### src/rtl/counter.sv
// Parameterised synchronous up/down counter, wrapping modulo 2^CNT_WIDTH.
// Synchronous active-high reset; output is driven straight from the count register.
module counter #(
   parameter int unsigned CNT_WIDTH = 4
) (
   input  logic                 Clk,
   input  logic                 Reset_n,
   input  logic                 CounterOp,
   output logic [CNT_WIDTH-1:0] CounterOut
);

   logic [CNT_WIDTH-1:0] count_q;
   logic [CNT_WIDTH-1:0] count_d;

   // Width-exact add/subtract: carry and borrow fall off the top, giving silent wrap.
   always_comb begin
      count_d = count_q;
      if (CounterOp) begin
         count_d = count_q + CNT_WIDTH'(1);
      end else begin
         count_d = count_q - CNT_WIDTH'(1);
      end
   end

   // Despite its historical name, Reset_n is active-high.
   always_ff @(posedge Clk) begin
      if (Reset_n) begin
         count_q <= '0;
      end else begin
         count_q <= count_d;
      end
   end

   assign CounterOut = count_q;

endmodule

### config.mk
export PLATFORM = sky130hd
export DESIGN_NAME = counter
export DESIGN_NICKNAME = d
export VERILOG_FILES = /design/src/rtl/counter.sv
export SDC_FILE = /design/constraint.sdc
export NUM_CORES = 1
export LEC_CHECK = 0
export BUFFER_PORTS_ARGS = -buffer_cell sky130_fd_sc_hd__buf_2
export CORE_AREA = 10 10 47 49
export CTS_CLUSTER_DIAMETER = 30
export DETAILED_ROUTE_END_ITERATION = 12
export DIE_AREA = 0 0 57 59
export SYNTH_ARGS = -nofsm -noshare
export SYNTH_HDL_FRONTEND = slang
export SYNTH_SLANG_ARGS = --single-unit
### constraint.sdc
create_clock -name Clk -period 2.95 [get_ports Clk]
set_input_delay 0.4425 -clock Clk [delete_from_list [all_inputs] [get_ports Clk]]
set_output_delay 0.4425 -clock Clk [all_outputs]
set_load 0.03 [all_outputs]
* After elaboration in Yosys (flattened, before gate mapping)
Index checks and enable logic that the tools add are counted.
Operators by class: add/sub/neg operators 2, muxes and demuxes 1
Operators with widths (count):
- adder 4 x 1 -> 4 bit (second input constant) | 1
- 2-to-1 mux 4 bit | 1
- subtractor 4 x 1 -> 4 bit (second input constant) | 1
Word-level totals: bits in registers 4, input bits 3, logic and storage cells 4

* Logic depth before layout (Yosys ltp)
depth in word-level cells 2, depth in mapped cells 5

* Worst setup path before layout
OpenSTA, ideal clock, no wires.
kind input -> register, from in CounterOp, to reg count_q[3], in the netlist CounterOut[3], library setup time 0.114 ns, data arrival time 1.188 ns, data required time 2.836 ns, slack 1.648 ns, stages on the path 5, path through inv_1 -> ha_1 -> a21oi_1 -> a21o_1 -> a21oi_2
Between the ends: word-level cells in the longest chain between the ends 1
Ends and longest elaborated chain:
- start: declaration | line 8 | input logic CounterOp,
- 2-to-1 mux 4 bit | line 18 | if (CounterOp) begin
- end signal: assignment | line 30 | count_q <= count_d;
- end: declaration | line 12 | logic [CNT_WIDTH-1:0] count_q;
Every way passes these cells. A chain may end at the register's enable or synchronous reset.

* Final worst setup path
from reg count_q[0], in the netlist CounterOut[0], to out CounterOut[0]
RTL lines:
- end: declaration | line 9 | output logic [CNT_WIDTH-1:0] CounterOut
No word-level cell between the ends.

==> summary.md <==
| Metric | Value |
|---|---|
| Clock skew | 0.0007120 ns |
| Yosys warns | 0 |
| CP Class | reg -> out |
| # fillers | 170 |
| PD cells | 795.1 mW/mm^2 |
| Final weighted congestion in routability-driven placement | 0.7080 |
| HP Class | in -> reg |
| Leading cell type in the layout, fill and taps excluded | buf_2 |
| Synth-to-Final Area Change | 37.91% |
| Initial antenna violation count | 0 |
| Setup crit start kind | register |
| Via count | 149 |
| Final core occ | 18.84% |
| Tmin final | 1.278 ns |
| Worst-path cell with the longest stage delay | dfxtp_1 |
| Max IR drop VDD | 0.0001099 V |
| Final hold vios | 0 |
| Final wirelength | 389 um |
| Switch Pwr | 0.00007133 W |
| Max-cap violations | 0 |
| Clk pwr share | 31.6% |
| Fin Hold WS | 0.4167 ns |
| Required time worst endpoint | 2.51 ns |
| Iteration-0 DRC count of the detailed router | 0 |
| Post-Syn Instances | 18 |
| Gate power share | 34.4% |
| Root buf cell | clkbuf_4 |
| Wire per inst | 9.047 um |
| Drt via density | 3.465 |
| CP top delay family | flip-flops |
| DRC | 0 |
| Crit-path cells | buf_2 |
| Final setup TNS | 0 ns |
| Leak pwr | 0.1236 nW |
| Starting Density | 13.66% |
| Die Span Y | 59 um |
| Post-CTS setup buffer count | 0 |
| CP Max Fanout | 4 |
| Sequential-to-total area share from yosys stat | 41.83% |
| Cell-internal power | 0.0001386 W |
| Synth cell types | 11 |
| Most frequent cells in the layout | 6 x buf_2, 4 x dfxtp_1, 3 x clkbuf_4 |
| Status | finished clean |
| Max clock buf depth | 2 |
| Overflow after GRT | 0 |
| Slew HR | 87.68% |
| Max-slew violation count | 0 |
| Syn Std Cell Area | 191.4 um^2 |
| Worst slew pin tran | 0.1834 ns |
| Vias in the first global route | 162 |
| Nets | 35 |
| Final period utilization | 43.31% |
| CTS tree | yes |
| GR Util All Layers | 2.856% |
| Final setup fails | 0 |
| Post-DP HPWL | 335.7 um |
| Die Width | 57 um |
| Largest net degree at the start of global routing | 5 |
| Post-Syn Nets | 24 |
| Share of layout cells above drive strength 1 | 37.04% |
| Num rows | 14 |
| Clock transition at path regs | 0.04 ns |
| CTS HTree Levels | 1 |
| Hold Buf Count CTS | 0 |
| Post-cts resize count | 0 |
| First-pass iteration count of the detailed router | 1 |
| Switching Share | 33.98% |
| Critical Path End Type | primary output |
| RSZ-0062 raised after global routing | no |
| Total die area | 0.003363 mm^2 |
| Area of the multi-input gates | 107.6 um^2 |
| Clock Sinks | 4 |
| Final ANT Viol Nets | 0 |
| Worst path max stage delay | 0.38 ns |
| Clk_lat worst skew | 0.23 ns |
| Sequential share of power | 34.0% |
| Port buffer count | 6 |
| Buffers and inverters on the worst path | 1 |
| Inserted Diodes | 0 |
| Boundary pin count | 7 |
| Number of flip-flops in the largest register | 4 |
| Area of the core | 0.001401 mm^2 |
| First-pass GRT wire length | 648 um |
| Avg Inst Size Synth | 10.64 um^2 |
| Synth Register Bits | 4 |
| CTS Buf Count | 3 |
| CP arrival | 0.84 ns |
| Max Clk Rate | 0.7828 GHz |
| Seq. cell area | 80.08 um^2 |
==> cells by family (layout without fill, tap and decap cells) <==
family | count (synthesis) | after routing | synth area share (%)
flip-flops | 4 | 4 | 41.83
adder cells (fa/ha/maj) | 3 | 3 | 23.53
buffers and inverters | 1 | 10 | 1.959
AND/OR/NAND/NOR | 5 | 5 | 12.42
AO/OA/AOI/OAI | 3 | 3 | 11.11
XOR/XNOR | 2 | 2 | 9.152
==> area by class of cell <==
class	count	area share, %
multi-input cells	13	40.76
flip-flops and latches	4	30.33
repair buffers	6	11.37
clock buffers	3	8.531
well taps	16	7.583
inverters	1	1.422
==> synth_stat cells <==
cell type | instances | area (um^2)
dfxtp_1 | 4 | 80.08
ha_1 | 2 | 25.02
nand3_1 | 2 | 10.01
nor2_1 | 2 | 7.510
xnor2_1 | 2 | 17.52
a21o_1 | 1 | 7.510
a21oi_1 | 1 | 5.000
a21oi_2 | 1 | 8.760
fa_1 | 1 | 20.02
inv_1 | 1 | 3.750
nor2b_1 | 1 | 6.260
==> final timing paths <==
kind	startpoint	to	slack, ns	depth (start not counted)
min reg2reg	CounterOut[0]	CounterOut[0]	0.48	1
max reg2reg	CounterOut[2]	CounterOut[3]	1.81	4
max	CounterOut[0]	CounterOut[0]	1.67	1
min	Reset_n	CounterOut[3]	0.42	2
==> power groups by stage <==
stage,Clock [W],Combinational (W),Sequential [W]
floorplan,0,0.0000342,0.0000927
global placement,0,0.0000729,0.0000723
detailed placement,0,0.0000724,0.0000726
CTS,0.0000710,0.0000736,0.0000718
global route,0.0000745,0.0000779,0.0000731
finish,0.0000664,0.0000722,0.0000713
==> worst reg2reg max path, delay by kind of cell (launching register included) <==
kind	cells	cell delay, ns
flip-flops	1	0.30
adder cells (fa/ha/maj)	1	0.31
AO/OA/AOI/OAI	2	0.34
AND/OR/NAND/NOR	1	0.12
==> metal layers <==
| metal | up-vias | GRT usage (%) | share of wire (%) |
|---|---|---|---|
| met4 | 0 | 4.027 | 0 |
| met1 | 67 | 2.145 | 32 |
| met5 | - | 0 | 0 |
| met3 | 0 | 3.219 | 18 |
| met2 | 4 | 3.256 | 50 |
| li1 | 78 | - | - |
==> stage by stage <==
step / total power [W] / instance area (um^2) / setup WS (ns) / cells
3_3_place_gp: 0.0001452 / 241.5 / 1.454 / 40
6_report: 0.0002099 / 264.0 / 1.673 / 43
2_1_floorplan: 0.0001269 / 191.4 / 1.648 / 18
5_1_grt: 0.0002254 / 264.0 / 1.622 / 43
4_1_cts: 0.0002164 / 264.0 / 1.652 / 43
3_5_place_dp: 0.0001450 / 241.5 / 1.447 / 40
Power figures use the tool's default switching activity.
